==> config.mk <==
export PLATFORM = sky130hd
export DESIGN_NAME = sdram_port_scheduler_flat
export DESIGN_NICKNAME = d
export VERILOG_FILES = /design/src/rtl/sdram_sched_pkg.sv /design/src/rtl/sdram_port_scheduler_if.sv /design/src/rtl/sdram_port_scheduler_select.sv /design/src/rtl/sdram_port_scheduler.sv /design/src/flat_wrapper.sv
export SDC_FILE = /design/constraint.sdc
export NUM_CORES = 1
export LEC_CHECK = 0
export BUFFER_PORTS_ARGS = -buffer_cell sky130_fd_sc_hd__buf_4
export CAP_MARGIN = 20
export CELL_PAD_IN_SITES_DETAIL_PLACEMENT = 0
export CELL_PAD_IN_SITES_GLOBAL_PLACEMENT = 1
export CORE_MARGIN = 2
export CORE_UTILIZATION = 31
export CTS_CLUSTER_DIAMETER = 60
export DETAILED_ROUTE_END_ITERATION = 12
export HOLD_SLACK_MARGIN = 0.1
export PLACE_DENSITY_LB_ADDON = 0.05
export SYNTH_ARGS = -nofsm -noshare
export SYNTH_HDL_FRONTEND = slang
export SYNTH_SLANG_ARGS = --single-unit
==> constraint.sdc <==
create_clock -name clk -period 3.2 [get_ports clk]
set_clock_uncertainty 0.2 [all_clocks]
set_input_delay 0.64 -clock clk [delete_from_list [all_inputs] [get_ports clk]]
set_output_delay 0.64 -clock clk [all_outputs]
set_load 0.005 [all_outputs]
==> src/rtl/sdram_sched_pkg.sv <==
// Shared types and constants for the three-requester SDRAM port scheduler.
package sdram_sched_pkg;

   // Scheduler FSM states
   typedef enum logic [1:0] {
      IDLE      = 2'd0,
      GRANT     = 2'd1,
      WAIT_DONE = 2'd2,
      RELEASE   = 2'd3
   } state_e;

   // Requester identities; the value doubles as the bit index of its done pulse
   typedef enum logic [1:0] {
      RD = 2'd0,
      W0 = 2'd1,
      W1 = 2'd2
   } req_id_e;

   // Level request encodings towards the base controller
   localparam logic [1:0] CALL_NONE = 2'b00;
   localparam logic [1:0] CALL_RD   = 2'b01;
   localparam logic [1:0] CALL_WR   = 2'b10;

   // Bank(2) + row(13) + column(9) addressing, 16-bit data bus
   localparam int DEFAULT_AW = 24;
   localparam int DEFAULT_DW = 16;

endpackage

==> src/rtl/sdram_port_scheduler_if.sv <==
// Bundle of requester-side and base-controller-side signals of the scheduler.
// The slave modport is the scheduler's view; master is the surrounding system.
interface sdram_port_scheduler_if
   import sdram_sched_pkg::*;
#(
   parameter int AW = DEFAULT_AW,
   parameter int DW = DEFAULT_DW
);
   logic          rd_req;
   logic [AW-1:0] rd_addr;
   logic          rd_done;
   logic [DW-1:0] rd_data;

   logic          w0_req;
   logic [AW-1:0] w0_addr;
   logic [DW-1:0] w0_data;
   logic          w0_done;

   logic          w1_req;
   logic [AW-1:0] w1_addr;
   logic [DW-1:0] w1_data;
   logic          w1_done;

   logic [1:0]    mem_call;
   logic [AW-1:0] mem_addr;
   logic [DW-1:0] mem_wdata;
   logic [1:0]    mem_done;
   logic [DW-1:0] mem_rdata;

   logic          busy;
   logic          err_timeout;

   logic [31:0]   stat_rd;
   logic [31:0]   stat_w0;
   logic [31:0]   stat_w1;
   logic [15:0]   stat_timeouts;

   modport slave (
      input  rd_req, rd_addr, w0_req, w0_addr, w0_data,
      input  w1_req, w1_addr, w1_data, mem_done, mem_rdata,
      output rd_done, rd_data, w0_done, w1_done,
      output mem_call, mem_addr, mem_wdata, busy, err_timeout,
      output stat_rd, stat_w0, stat_w1, stat_timeouts
   );

   modport master (
      output rd_req, rd_addr, w0_req, w0_addr, w0_data,
      output w1_req, w1_addr, w1_data, mem_done, mem_rdata,
      input  rd_done, rd_data, w0_done, w1_done,
      input  mem_call, mem_addr, mem_wdata, busy, err_timeout,
      input  stat_rd, stat_w0, stat_w1, stat_timeouts
   );

endinterface

==> src/rtl/sdram_port_scheduler_select.sv <==
// Winner selection: RD has fixed priority unless writes have been starved for
// STARVE_LIMIT consecutive RD grants; W0/W1 alternate through a round-robin pointer.
module sdram_sched_select
   import sdram_sched_pkg::*;
#(
   parameter int STARVE_LIMIT = 4
) (
   input  logic    clk,
   input  logic    rst,
   input  logic    rd_req,
   input  logic    w0_req,
   input  logic    w1_req,
   input  logic    grant,
   output logic    valid,
   output req_id_e winner
);

   localparam logic [3:0] LIMIT = 4'(STARVE_LIMIT);

   logic [3:0] starve_cnt;
   req_id_e    rr_ptr;
   req_id_e    wr_pick;
   logic       wr_pend;

   // Combinational choice of the next requester from the current request levels
   always_comb begin
      wr_pend = w0_req | w1_req;
      if (w0_req && w1_req) begin
         wr_pick = rr_ptr;
      end else if (w0_req) begin
         wr_pick = W0;
      end else begin
         wr_pick = W1;
      end
      valid = rd_req | wr_pend;
      if (wr_pend && starve_cnt == LIMIT) begin
         winner = wr_pick;
      end else if (rd_req) begin
         winner = RD;
      end else begin
         winner = wr_pick;
      end
   end

   // Starvation count and round-robin pointer advance only when a grant is taken
   always_ff @(posedge clk or posedge rst) begin
      if (rst) begin
         starve_cnt <= '0;
         rr_ptr     <= W0;
      end else if (grant) begin
         if (winner == RD) begin
            if (wr_pend) begin
               if (starve_cnt != LIMIT) begin
                  starve_cnt <= starve_cnt + 1'b1;
               end
            end else begin
               starve_cnt <= '0;
            end
         end else begin
            starve_cnt <= '0;
            rr_ptr     <= (winner == W0) ? W1 : W0;
         end
      end
   end

endmodule

==> src/rtl/sdram_port_scheduler.sv <==
// Shares the single-port SDRAM base controller between the TFT reader (RD),
// the draw writer (W0) and the pulse-log writer (W1).
// Optional statistics counters are built when SDRAM_SCHED_STATS_EN is defined;
// otherwise the stat_* outputs are tied to zero.
module sdram_port_scheduler
   import sdram_sched_pkg::*;
#(
   parameter int STARVE_LIMIT = 4,
   parameter int TIMEOUT_CYC  = 1024,
   parameter int AW           = DEFAULT_AW,
   parameter int DW           = DEFAULT_DW
) (
   input logic clk,
   input logic rst,
   sdram_port_scheduler_if.slave bus
);

   localparam int WDW = $clog2(TIMEOUT_CYC + 1);
   localparam logic [WDW-1:0] WD_LAST = WDW'(TIMEOUT_CYC - 1);

   localparam logic [1:0] ST_IDLE    = 2'(IDLE);
   localparam logic [1:0] ST_GRANT   = 2'(GRANT);
   localparam logic [1:0] ST_WAIT    = 2'(WAIT_DONE);
   localparam logic [1:0] ST_RELEASE = 2'(RELEASE);

   logic [1:0]     state;
   req_id_e        gnt_id;
   logic [AW-1:0]  addr_q;
   logic [DW-1:0]  wdata_q;
   logic [DW-1:0]  rd_data_q;
   logic [1:0]     call_q;
   logic [2:0]     done_q;
   logic [2:0]     blocked;
   logic [WDW-1:0] wd_cnt;
   logic           err_q;

   logic           rd_eff;
   logic           w0_eff;
   logic           w1_eff;
   logic           sel_valid;
   req_id_e        sel_id;
   logic           grant;
   logic           hit;
   logic           abort;

   // A requester whose access was aborted is masked until it drops its request
   assign rd_eff = bus.rd_req & ~blocked[0];
   assign w0_eff = bus.w0_req & ~blocked[1];
   assign w1_eff = bus.w1_req & ~blocked[2];
   assign grant  = (state == ST_IDLE) && sel_valid;

   sdram_sched_select #(
      .STARVE_LIMIT(STARVE_LIMIT)
   ) u_select (
      .clk    (clk),
      .rst    (rst),
      .rd_req (rd_eff),
      .w0_req (w0_eff),
      .w1_req (w1_eff),
      .grant  (grant),
      .valid  (sel_valid),
      .winner (sel_id)
   );

   // Completion (matching done bit only) and watchdog expiry while waiting
   always_comb begin
      hit   = 1'b0;
      abort = 1'b0;
      if (state == ST_WAIT) begin
         hit   = (gnt_id == RD) ? bus.mem_done[0] : bus.mem_done[1];
         abort = !hit && (wd_cnt == WD_LAST);
      end
   end

   // Main access FSM with the datapath registers that feed the base controller
   always_ff @(posedge clk or posedge rst) begin
      if (rst) begin
         state     <= ST_IDLE;
         gnt_id    <= RD;
         addr_q    <= '0;
         wdata_q   <= '0;
         rd_data_q <= '0;
         call_q    <= CALL_NONE;
         done_q    <= '0;
         wd_cnt    <= '0;
         err_q     <= 1'b0;
      end else begin
         done_q <= '0;
         case (state)
            ST_IDLE: begin
               if (sel_valid) begin
                  gnt_id <= sel_id;
                  case (sel_id)
                     W0: begin
                        addr_q  <= bus.w0_addr;
                        wdata_q <= bus.w0_data;
                     end
                     W1: begin
                        addr_q  <= bus.w1_addr;
                        wdata_q <= bus.w1_data;
                     end
                     default: begin
                        addr_q  <= bus.rd_addr;
                        wdata_q <= '0;
                     end
                  endcase
                  state <= ST_GRANT;
               end
            end
            ST_GRANT: begin
               call_q <= (gnt_id == RD) ? CALL_RD : CALL_WR;
               wd_cnt <= '0;
               state  <= ST_WAIT;
            end
            ST_WAIT: begin
               if (hit) begin
                  call_q <= CALL_NONE;
                  if (gnt_id == RD) begin
                     rd_data_q <= bus.mem_rdata;
                  end
                  done_q <= 3'b001 << gnt_id;
                  state  <= ST_RELEASE;
               end else begin
                  wd_cnt <= wd_cnt + 1'b1;
                  if (abort) begin
                     call_q <= CALL_NONE;
                     err_q  <= 1'b1;
                     state  <= ST_RELEASE;
                  end
               end
            end
            ST_RELEASE: begin
               state <= ST_IDLE;
            end
            default: begin
               state <= ST_IDLE;
            end
         endcase
      end
   end

   // Mask bookkeeping: set on abort, cleared once the requester lets go of req
   always_ff @(posedge clk or posedge rst) begin
      if (rst) begin
         blocked <= '0;
      end else begin
         blocked <= blocked & {bus.w1_req, bus.w0_req, bus.rd_req};
         if (abort) begin
            blocked[gnt_id] <= 1'b1;
         end
      end
   end

   assign bus.rd_done     = done_q[0];
   assign bus.w0_done     = done_q[1];
   assign bus.w1_done     = done_q[2];
   assign bus.rd_data     = rd_data_q;
   assign bus.mem_call    = call_q;
   assign bus.mem_addr    = addr_q;
   assign bus.mem_wdata   = wdata_q;
   assign bus.busy        = (state != ST_IDLE);
   assign bus.err_timeout = err_q;

`ifdef SDRAM_SCHED_STATS_EN
   logic [31:0] stat_rd_q;
   logic [31:0] stat_w0_q;
   logic [31:0] stat_w1_q;
   logic [15:0] stat_to_q;

   // Saturating per-requester completion counts and watchdog abort count
   always_ff @(posedge clk or posedge rst) begin
      if (rst) begin
         stat_rd_q <= '0;
         stat_w0_q <= '0;
         stat_w1_q <= '0;
         stat_to_q <= '0;
      end else begin
         if (state == ST_RELEASE && done_q[0] && stat_rd_q != '1) begin
            stat_rd_q <= stat_rd_q + 1'b1;
         end
         if (state == ST_RELEASE && done_q[1] && stat_w0_q != '1) begin
            stat_w0_q <= stat_w0_q + 1'b1;
         end
         if (state == ST_RELEASE && done_q[2] && stat_w1_q != '1) begin
            stat_w1_q <= stat_w1_q + 1'b1;
         end
         if (abort && stat_to_q != '1) begin
            stat_to_q <= stat_to_q + 1'b1;
         end
      end
   end

   assign bus.stat_rd       = stat_rd_q;
   assign bus.stat_w0       = stat_w0_q;
   assign bus.stat_w1       = stat_w1_q;
   assign bus.stat_timeouts = stat_to_q;
`else
   assign bus.stat_rd       = '0;
   assign bus.stat_w0       = '0;
   assign bus.stat_w1       = '0;
   assign bus.stat_timeouts = '0;
`endif

endmodule

==> src/flat_wrapper.sv <==
// flat-port wrapper written by rule: the top's interface ports become plain ports
module sdram_port_scheduler_flat import sdram_sched_pkg::*;
#(
   parameter int STARVE_LIMIT = 4,
   parameter int TIMEOUT_CYC  = 1024,
   parameter int AW           = DEFAULT_AW,
   parameter int DW           = DEFAULT_DW
)
  (clk, rst, bus_rd_req, bus_rd_addr, bus_w0_req, bus_w0_addr, bus_w0_data, bus_w1_req, bus_w1_addr, bus_w1_data, bus_mem_done, bus_mem_rdata, bus_rd_done, bus_rd_data, bus_w0_done, bus_w1_done, bus_mem_call, bus_mem_addr, bus_mem_wdata, bus_busy, bus_err_timeout, bus_stat_rd, bus_stat_w0, bus_stat_w1, bus_stat_timeouts);
  sdram_port_scheduler_if #(.AW(AW), .DW(DW)) bus_i ();
  input logic clk;
  input logic rst;
  input wire logic [$bits(bus_i.rd_req)-1:0] bus_rd_req;
  input wire logic [$bits(bus_i.rd_addr)-1:0] bus_rd_addr;
  input wire logic [$bits(bus_i.w0_req)-1:0] bus_w0_req;
  input wire logic [$bits(bus_i.w0_addr)-1:0] bus_w0_addr;
  input wire logic [$bits(bus_i.w0_data)-1:0] bus_w0_data;
  input wire logic [$bits(bus_i.w1_req)-1:0] bus_w1_req;
  input wire logic [$bits(bus_i.w1_addr)-1:0] bus_w1_addr;
  input wire logic [$bits(bus_i.w1_data)-1:0] bus_w1_data;
  input wire logic [$bits(bus_i.mem_done)-1:0] bus_mem_done;
  input wire logic [$bits(bus_i.mem_rdata)-1:0] bus_mem_rdata;
  output wire logic [$bits(bus_i.rd_done)-1:0] bus_rd_done;
  output wire logic [$bits(bus_i.rd_data)-1:0] bus_rd_data;
  output wire logic [$bits(bus_i.w0_done)-1:0] bus_w0_done;
  output wire logic [$bits(bus_i.w1_done)-1:0] bus_w1_done;
  output wire logic [$bits(bus_i.mem_call)-1:0] bus_mem_call;
  output wire logic [$bits(bus_i.mem_addr)-1:0] bus_mem_addr;
  output wire logic [$bits(bus_i.mem_wdata)-1:0] bus_mem_wdata;
  output wire logic [$bits(bus_i.busy)-1:0] bus_busy;
  output wire logic [$bits(bus_i.err_timeout)-1:0] bus_err_timeout;
  output wire logic [$bits(bus_i.stat_rd)-1:0] bus_stat_rd;
  output wire logic [$bits(bus_i.stat_w0)-1:0] bus_stat_w0;
  output wire logic [$bits(bus_i.stat_w1)-1:0] bus_stat_w1;
  output wire logic [$bits(bus_i.stat_timeouts)-1:0] bus_stat_timeouts;
  assign bus_i.rd_req = bus_rd_req;
  assign bus_i.rd_addr = bus_rd_addr;
  assign bus_i.w0_req = bus_w0_req;
  assign bus_i.w0_addr = bus_w0_addr;
  assign bus_i.w0_data = bus_w0_data;
  assign bus_i.w1_req = bus_w1_req;
  assign bus_i.w1_addr = bus_w1_addr;
  assign bus_i.w1_data = bus_w1_data;
  assign bus_i.mem_done = bus_mem_done;
  assign bus_i.mem_rdata = bus_mem_rdata;
  assign bus_rd_done = bus_i.rd_done;
  assign bus_rd_data = bus_i.rd_data;
  assign bus_w0_done = bus_i.w0_done;
  assign bus_w1_done = bus_i.w1_done;
  assign bus_mem_call = bus_i.mem_call;
  assign bus_mem_addr = bus_i.mem_addr;
  assign bus_mem_wdata = bus_i.mem_wdata;
  assign bus_busy = bus_i.busy;
  assign bus_err_timeout = bus_i.err_timeout;
  assign bus_stat_rd = bus_i.stat_rd;
  assign bus_stat_w0 = bus_i.stat_w0;
  assign bus_stat_w1 = bus_i.stat_w1;
  assign bus_stat_timeouts = bus_i.stat_timeouts;
  sdram_port_scheduler #(.STARVE_LIMIT(STARVE_LIMIT), .TIMEOUT_CYC(TIMEOUT_CYC), .AW(AW), .DW(DW)) u_core (.clk(clk), .rst(rst), .bus(bus_i));
endmodule
==> metrics.txt, run 1 <==
max-cap viol count 0; largest net degree at the start of global routing 87; Fill cells 1660; Worst Path Max Fanout 32; min cycle time layout 2.71 ns; Synth Warn # 0; number of synthesized flops with an enable pin 0; initial antenna violation count 0; async set-reset flop share out of synthesis 100%; dpl hpwl 9.96 mm; vias in the first global route 4053; # diodes 0; Placed Cells 932; Mapped Avg Cell Area 9.19 sq um; Core Box Area 0.0159 sq mm; layout cells sized above 1 32.1%; area delta synth->final 31.2%; Setup crit start kind register; Util after Layout 41.7%; power density over the cells 732 mW/mm^2; IO buf count 189; max incr delay on CP 0.40 ns; sequential standard cell area 0.00215 sq mm; Post-synth top cells buf_4, nand2_1, dfrtp_1, o21ai_0, a22oi_1; routed len/inst 14.1 um; peak supply drop 0.000309 V; DR iter-0 viols 101; post-synth cell types 47; Slew Viols, Final 0; die width 132 um; hold crit path type in -> async; Int Power 3230 uW; top cell type's share of synthesized area 41.9%; global route overflow 0; sequential area share after synthesis 42.5%; I/O Pins 302; Worst-Margin Slew 0.863 ns; fin nets 863; mapped cell area 0.00507 sq mm; die area 0.0174 sq mm; Multi-input gate area 0.00234 sq mm; Rows 46; CTS buffer count 9; die height 132 um; crit path capture type register; status complete, no violations; CP required 3.21 ns; CTS max path bufs 2; Synth Register Bits 86; most common cell in the netlist buf_4; Tot GR Track Use 15.4%; H-tree levels 3; slowest CP cell dfrtp_1; Sw Share 33.7%; setup tns final 0 ns; Hold Vio Cnt, Final 0; first-pass GRT wire length 21.4 mm; CTS sink count 86; WS Path Type reg -> reg; Vias/cell 4.32; FMAX 369 MHz; remaining routing DRC violations 0; slew margin rel. 42.1%; Layout Cells excl Fill 947; Resized cells post-CTS 0; Post-CTS Setup Repair Bufs 0; share of power burned in registers 35.9%; antenna viol nets, final 0; DRT Pass-1 Iters 4; WL final 13.4 mm; Combinational Power Share 39.5%; ys flop type dfrtp_1; Clock Power Share 24.6%; RSZ-0062 raised after global routing no; leakage 0.00332 uW; clock slew at reported path FFs 0.06 ns; Net Switching 1640 uW; Yosys top cell by area dfrtp_1; Synth area leaders dfrtp_1, buf_4, nand2_1; Root Driver clkbuf_16; final setup fails 0; Final Wtd Congestion 0.737; Mapped Cells 552; initial core utilization 31.8%; Worst-Skew Late Latency 0.34 ns; # hold bufs at CTS 0; CTS tree yes; Worst Path Arrival 2.72 ns; CP cell instances inv_1, ha_1, and3b_1, o221ai_1, inv_1, ha_2, buf_12, a22oi_1, nand2_1, o21ai_0, o21ai_0; via count 4093; Tcrit/Tclk final 84.7%
-- power by group through the flow --
stage	logic [uW]	clock network (uW)	registers (uW)
2_1_floorplan	1100	0	1760
3_3_place_gp	1960	0	1760
3_5_place_dp	1980	0	1760
4_1_cts	1980	1240	1750
5_1_grt	2200	1280	1810
6_report	1920	1200	1750
-- area by class of cell --
cell class                 count  area share [%]
sequential                    86            32.4
inverter                      11           0.639
clock buffer                  10            3.44
clock inverter                 5            1.60
tap                          216            4.06
timing repair buffer         194            22.6
multi-input combinational    425            35.2
-- cells in the final DEF, fill, tap and decap left out, types with 3 or more instances in the layout --
cell / count
a22o_1: 16
buf_12: 4
mux2_1: 4
nand4_1: 3
conb_1: 112
nand2_1: 97
bufinv_16: 3
o31ai_1: 8
nand3_1: 5
dfrtp_1: 85
o211ai_1: 3
nand2b_1: 4
nor2_1: 5
inv_1: 10
buf_4: 190
mux2_2: 15
a21oi_1: 10
a22oi_1: 25
mux2i_1: 3
or4_1: 5
ha_1: 7
o21ai_0: 70
clkbuf_16: 9
o21ai_1: 4
nor2b_1: 3
-- kinds of logic (layout without fill, tap and decap cells) --
logic type / Yosys count / count (layout) / synth area share, %
other cells: 1 / 112 / 0.0739
buf+inv: 152 / 220 / 19.8
xor+xnor: 1 / 1 / 0.173
compound gates: 146 / 146 / 18.1
mux: 22 / 22 / 4.81
flops: 86 / 86 / 42.5
simple gates: 135 / 135 / 12.3
fa+ha+maj: 9 / 9 / 2.22
-- state kept, by name, indices dropped and copies added, names as in the netlist --
register                    flops
u_core.blocked                  3
u_core.u_select.rr_ptr          2
u_core.state                    2
u_core.gnt_id                   2
u_core.wd_cnt                  11
u_core.bus.rd_data             16
u_core.bus.mem_call             2
u_core.bus.err_timeout          1
u_core.bus.mem_addr            24
u_core.bus.mem_wdata           16
u_core.done_q                   3
u_core.u_select.starve_cnt      4
-- worst paths after layout --
check | from | endpoint | slack, ns | depth (start not counted)
max reg2reg | u_core.u_select.starve_cnt[0] | u_core.bus.mem_addr[23] | 0.49 | 11
min reg2reg | u_core.bus.err_timeout | u_core.bus.err_timeout | 0.27 | 1
min in group clk | u_core.bus.err_timeout | u_core.bus.err_timeout | 0.27 | 1
max in group asynchronous | rst | u_core.u_select.rr_ptr[0] | 2.23 | 3
max | u_core.u_select.starve_cnt[0] | u_core.bus.mem_addr[23] | 0.49 | 11
min | rst | u_core.bus.rd_data[8] | 0.20 | 3
-- per-stage QoR --
step	setup WS, ns	total power [uW]	area, sq um	hold slack, ns
floorplan	0.140	2860	5490	0.244
detailed placement	0.289	3750	6320	0.261
global placement	0.341	3720	6320	0.258
finish	0.491	4870	6650	0.198
CTS	0.482	4970	6650	0.221
global route	0.326	5280	6650	0.239
-- routing by layer --
layer | share of wire, % | vias to the layer above | global-route usage, %
met2 | 51 | 156 | 27.1
li1 | - | 2027 | -
met4 | 1.1 | 0 | 3.62
met5 | 0 | - | 0
met1 | 40 | 1902 | 17.6
met3 | 8.3 | 8 | 5.96
-- worst max-delay path, delay by kind of cell (launching register included) --
family / cells / cell delay, ns
and+or+nand+nor: 2 / 0.28
buffers and inverters: 3 / 0.35
DFF: 1 / 0.40
adders and majority gates: 2 / 0.47
AOI/OAI and AO/OA: 4 / 0.86
Power figures use the tool's default switching activity.
==> run 2, diff against run 1 <==
Settings changed: ABC_AREA from default to 1, CORE_UTILIZATION 31 to 28.
Clock period 3.2 ns to 2.2 ns, I/O delays scaled along.
==> metrics.txt, run 2 <==
Synth Warn # 0 (unchanged); Root Driver clkbuf_16; CTS tree yes; Reg2Reg Launch Point u_core.u_select.starve_cnt[1]; WS Path Type reg -> reg; Worst Path Arrival 2.28 ns (-0.44 ns); DR iter-0 viols 137 (+36%); fin nets 1039 (+20%); layer with the highest usage met2; R2R Setup Slk -0.005 ns (-0.50 ns); final setup fails 1 (+1); Worst Path Max Fanout 7 (-78%); Layout Cells excl Fill 1141 (+20%); failing checks setup timing; Post-synth top cells nand2_1, buf_4, dfrtp_1, nor2_1, inv_1; Synth Register Bits 86 (unchanged); post-synth cell types 31 (-34%); setup tns final -0.00536 ns (-0.00536 ns); Worst R2R Path Depth 12 (+1); # diodes 0 (unchanged); remaining routing DRC violations 0 (unchanged); die width 142 um (+8.0%); clock slew at reported path FFs 0.06 ns (about the same); peak supply drop 0.000420 V (+36%); commonest cells after routing, fill and taps aside nand2_1, buf_4, conb_1, dfrtp_1, inv_1; Placed Cells 1107 (+19%); hold crit path type in -> reg; Placed Area 0.00667 sq mm (+5.6%); Worst Hold Endpoint u_core.bus.rd_data[4]; CTS max path bufs 2 (unchanged); largest net degree at the start of global routing 87 (unchanged); antenna viol nets, final 0 (unchanged); Worst-Margin Slew 0.548 ns (-0.315 ns); crit path capture type register; Setup crit start kind register; Core Box Area 0.0188 sq mm (+18%); most common cell in the netlist nand2_1; design area 0.00747 sq mm (+12%); grt met3 use 4.74% (-1.2 points); H-tree levels 3 (unchanged); area delta synth->final 39.3%; Tot GR Track Use 14.6% (-0.76 points); Synth area leaders dfrtp_1, nand2_1, buf_4; min cycle time layout 2.21 ns (-0.504 ns); Mapped Avg Cell Area 7.68 sq um (-16%); hold_sp bus_mem_rdata[4]; Vias/cell 4.19 (-3.0%); WL final 15.9 mm (+19%); RSZ-0062 raised after global routing yes; mapped cell area 0.00537 sq mm (+5.8%); top cell type's share of synthesized area 39.6% (-2.3 points); GR Layer Usage met1 18.3% (+0.71 points); I/O Pins 302 (unchanged); layout cells sized above 1 31.9% (-0.28 points); Tcrit/Tclk final 100% (+16 points); Slew Viols, Final 0 (unchanged); Hold Vio Cnt, Final 0 (unchanged); vias in the first global route 4424 (+9.2%); CTS sink count 86 (unchanged); ys flop type dfrtp_1; first-pass GRT wire length 23.2 mm (+8.1%); worst r2r dst u_core.bus.mem_addr[7]; dpl hpwl 11.3 mm (+13%); async set-reset flop share out of synthesis 100% (unchanged); routed len/inst 13.9 um (-1.6%); CP required 2.28 ns (-0.93 ns); Hold Path Stages 3; sequential area share after synthesis 40.1% (-2.3 points); max-cap viol count 0 (unchanged); IO buf count 189 (unchanged); Mapped Cells 699 (+27%); Final Wtd Congestion 0.815 (+11%); die area 0.0203 sq mm (+17%); via count 4783 (+17%); power density over the cells 1010 mW/mm^2 (+38%); number of synthesized flops with an enable pin 0 (unchanged); Rows 50 (+8.7%); GRT met2 Usage 23.7% (-3.4 points); die height 142 um (+8.0%); max reg flops 24 (unchanged); Worst-Skew Late Latency 0.34 ns (about the same); Yosys top cell by area dfrtp_1; DRT Pass-1 Iters 4 (unchanged); initial core utilization 28.6% (-3.2 points); global route overflow 0 (unchanged); leakage 0.00391 uW (+18%); FMAX 453 MHz (+23%); initial antenna violation count 0 (unchanged); slew margin rel. 63.4% (+21 points); Fill cells 1981 (+19%); setup ws final -0.00536 ns (-0.496 ns); CTS buffer count 9 (unchanged); commonest non-fill, non-tap cell in the layout nand2_1; status finished with violations
==> run 2: cell count changes after synthesis, sizes merged, moves of 7 or more <==
cell | before | now
clkbuf | 21 | 9
o21ai | 74 | 31
nor2 | 5 | 42
o31ai | 8 | 0
mux2 | 19 | 0
inv | 11 | 35
a31oi | 0 | 24
nand3 | 5 | 23
a22oi | 25 | 0
nand2 | 97 | 280
buf | 120 | 131
a21oi | 10 | 3
==> run 2: layout make-up <==
cell class / instances / area [sq um] / area share, %
Clock buffer: 14 / 264 / 3.53
Multi-Input combinational cell: 549 / 2710 / 36.3
Sequential cell: 86 / 2150 / 28.8
Tap cell: 234 / 293 / 3.92
Timing Repair Buffer: 222 / 1910 / 25.6
Inverter: 35 / 138 / 1.84
Clock inverter: 1 / 5.00 / 0.0670
==> run 2: what timing repair did <==
action | in CTS | in global routing
hold endpoints to repair | 94 | 0
setup endpoints to repair | 28 | 40
setup buffers | 0 | 2
cloned | 2 | 5
hold buffers | 10 | 0
pin swaps | 1 | 34
gates resized for setup | 16 | 52
==> run 2: worst max path at each step <==
stage | startpoint | to | slack [ns] | depth (start not counted)
2_1_floorplan | u_core.u_select.starve_cnt[0] | u_core.bus.mem_addr[10] | 0.03 | 12
3_3_place_gp | u_core.u_select.starve_cnt[0] | u_core.bus.mem_addr[1] | -0.06 | 12
3_5_place_dp | u_core.u_select.starve_cnt[0] | u_core.bus.mem_addr[1] | -0.09 | 12
4_1_cts | u_core.u_select.starve_cnt[0] | u_core.bus.mem_addr[1] | 0.0006 | 11
5_1_grt | u_core.u_select.starve_cnt[0] | u_core.bus.mem_addr[19] | -0.1 | 12
6_report | u_core.u_select.starve_cnt[1] | u_core.bus.mem_addr[7] | -0.005 | 12
==> run 2: worst max-delay path: stages, from the launching register on <==
cell	delay, ns
dfrtp_1	0.38
inv_1	0.06
ha_2	0.15
and3_4	0.19
nand2_4	0.05
nand2_4	0.07
nand2_4	0.08
ha_4	0.40
clkbuf_16	0.21
nor2_1	0.05
a31oi_1	0.14
nand2_1	0.08
nand2_1	0.08
==> run 2: where the power goes <==
part / internal (uW) / total [uW] / leakage (uW) / switching [uW]
clock network: 821 / 1440 / 0.000133 / 615
registers: 2160 / 2500 / 0.00111 / 346
logic: 1670 / 3620 / 0.00266 / 1960
total: 4640 / 7560 / 0.00391 / 2920
==> run 2: metal layers <==
metal	vias to the layer above	wire, um
li1	2390	-
met1	2199	6650
met2	177	7760
met3	17	1210
met4	0	262
met5	-	0
==> run 2: cell families after synthesis <==
| family | count (synthesis) | synth area share [%] |
|---|---|---|
| AO/OA/AOI/OAI | 76 | 9.28 |
| flip-flops | 86 | 40.1 |
| AND/OR/NAND/NOR | 348 | 26.7 |
| XOR/XNOR | 4 | 0.653 |
| adder cells (fa/ha/maj) | 9 | 2.10 |
| buffers and inverters | 175 | 21.1 |
| other | 1 | 0.0699 |
==> run 2: through the flow <==
| step | worst slack (ns) | util (%) | hold WS, ns | total power [uW] |
|---|---|---|---|---|
| after CTS | 0.000600 | 38.3 | 0.100 | 7430 |
| final | -0.00536 | 39.8 | 0.111 | 7560 |
| after detailed placement | -0.0903 | 35.5 | 0.265 | 5810 |
| after global routing | -0.0985 | 39.8 | 0.112 | 8180 |
| after global placement | -0.0604 | 35.5 | 0.254 | 5780 |
| after floorplan | 0.0269 | - | 0.250 | 4460 |
==> run 3, diff against run 2 <==
==> constraint.sdc (replaced) <==
create_clock -name clk -period 2 [get_ports clk]
set_clock_uncertainty 0.2 [all_clocks]
set_input_delay 0.2 -clock clk [delete_from_list [all_inputs] [get_ports clk]]
set_output_delay 0.2 -clock clk [all_outputs]
set_load 0.005 [all_outputs]
==> metrics.txt, run 3 (synthesis gave the netlist of run 2 again) <==
CTS max path bufs 2 (unchanged); vias in the first global route 5095 (+15%); Core Box Area 0.0188 sq mm (unchanged); design area 0.00864 sq mm (+16%); Hold Vio Cnt, Final 0 (unchanged); FMAX 465 MHz (+2.6%); commonest non-fill, non-tap cell in the layout nand2_1; leakage 0.00443 uW (+13%); WS Path Type reg -> reg; layout cells sized above 1 29.0% (-2.9 points); max reg flops 24 (unchanged); Net Switching 3240 uW (+11%); CTS buffer count 9 (unchanged); dpl hpwl 11.4 mm (+1.7%); share of power burned in registers 32.4% (-0.7 points); DR iter-0 viols 121 (-12%); DRT Pass-1 Iters 4 (unchanged); commonest cells after routing, fill and taps aside nand2_1, buf_4, dlygate4sd3_1, conb_1, dfrtp_1; largest net degree at the start of global routing 36 (-59%); Util after Layout 46.0% (+6.2 points); hold crit path type in -> reg; H-tree levels 3 (unchanged); CTS tree yes; Placed Area 0.00676 sq mm (+1.4%); initial antenna violation count 1 (+1); Worst-Skew Late Latency 0.35 ns (about the same); first-pass GRT wire length 25.7 mm (+11%); setup ws final -0.150 ns (-0.145 ns); final setup fails 42 (+41); I/O Pins 302 (unchanged); Tot GR Track Use 16.1% (+1.5 points); antenna viol nets, final 0 (unchanged); remaining routing DRC violations 0 (unchanged); Root Driver clkbuf_16; status finished with violations; Setup crit start kind register; Rows 50 (unchanged); peak supply drop 0.000459 V (+9.3%); routed len/inst 13.8 um (-1.1%); global route overflow 0 (unchanged); Sw Share 38.2% (-0.40 points); Combinational Power Share 48.5% (+0.6 points); CP required 2.03 ns (-0.25 ns); Worst Path Arrival 2.18 ns (-0.10 ns); area delta synth->final 61.0%; die width 142 um (unchanged); crit path capture type register; WL final 17.4 mm (+9.8%); max-cap viol count 0 (unchanged); min cycle time layout 2.15 ns (-0.0554 ns); IO buf count 189 (unchanged); Slew Viols, Final 0 (unchanged); failing checks setup timing; die height 142 um (unchanged); via count 5273 (+10%); Worst Path Max Fanout 7 (unchanged); Int Power 5240 uW (+13%); die area 0.0203 sq mm (unchanged); CTS sink count 86 (unchanged); Tcrit/Tclk final 107% (+7.3 points); fin nets 1162 (+12%); initial core utilization 28.6% (unchanged); clock slew at reported path FFs 0.06 ns (about the same); Final Wtd Congestion 0.794 (-2.5%); Vias/cell 4.17 (-0.64%); RSZ-0062 raised after global routing yes; Clock Power Share 19.1% (about the same); power density over the cells 981 mW/mm^2 (-3.0%)
[run 3: changes by cell type in the layout (fill, tap and decap cells not counted), sizes merged]
cell	before	now
clkinv	1	3
clkbuf	19	17
buf	207	215
diode	0	1
dlygate4sd3	10	126
[run 3: cell type report]
class                           count  area, sq um
Fill cell                        1845        10100
Timing Repair Buffer              345         3110
Multi-Input combinational cell    549         2670
Sequential cell                    86         2150
Tap cell                          234          293
Clock buffer                       13          260
Inverter                           35          138
Clock inverter                      3         18.8
Antenna cell                        1         2.50
[run 3: layer usage]
layer  track usage (%)  share of wire [%]
met3              4.41                7.3
met5                 0                  0
met2              27.9                 50
met1              19.0                 40
met4              6.31                2.4
[run 3: what timing repair did]
action	4_1_cts	5_1_grt
gates cloned	2	5
hold buffers	126	0
hold endpoints to repair	148	0
setup buffers	1	0
gates resized for setup	11	34
endpoints found under the setup margin	40	46
pin swaps	1	26
[run 3: path summary, 6_finish.rpt]
| path | start | to | slack [ns] | cells past startpoint |
|---|---|---|---|---|
| max | u_core.u_select.starve_cnt[1] | u_core.bus.mem_wdata[3] | -0.15 | 12 |
| min | bus_mem_done[0] | u_core.wd_cnt[1] | 0.15 | 6 |
| max reg2reg | u_core.u_select.starve_cnt[1] | u_core.bus.mem_wdata[3] | -0.15 | 12 |
| min reg2reg | u_core.bus.rd_data[2] | u_core.bus.rd_data[2] | 0.27 | 2 |
| max in group asynchronous | rst | u_core.u_select.rr_ptr[0] | 0.74 | 4 |
| min in group asynchronous | rst | u_core.bus.rd_data[4] | 0.24 | 3 |
[run 3: worst max-delay path, stage by stage, from the launching register on]
cell	delay, ns
dfrtp_1	0.38
inv_1	0.06
ha_2	0.15
and3_4	0.18
nand2_4	0.05
nand2_4	0.07
nand2_4	0.07
buf_6	0.14
ha_4	0.22
clkbuf_16	0.18
a22o_1	0.21
nand2_1	0.05
o21ai_0	0.06
[run 3: power groups by stage]
stage                     registers, uW  clock network, uW  logic, uW
final                              2740               1620       4120
after global routing               2820               1750       4620
after CTS                          2740               1690       4010
after detailed placement           2750                  0       3710
after global placement             2750                  0       3700
after floorplan                    2760                  0       2200
[run 3: metrics by stage]
| stage | hold slack [ns] | setup slack (ns) | total power (uW) | setup TNS (ns) | std cells |
|---|---|---|---|---|---|
| 2_1_floorplan | 0.117 | -0.0848 | 4960 | -2.45 | 810 |
| 3_3_place_gp | 0.0654 | -0.187 | 6450 | -5.11 | 1115 |
| 3_5_place_dp | 0.0607 | -0.217 | 6460 | -6.06 | 1115 |
| 4_1_cts | 0.141 | -0.147 | 8440 | -4.32 | 1260 |
| 5_1_grt | 0.167 | -0.246 | 9200 | -8.62 | 1266 |
| 6_report | 0.152 | -0.150 | 8480 | -4.02 | 1266 |
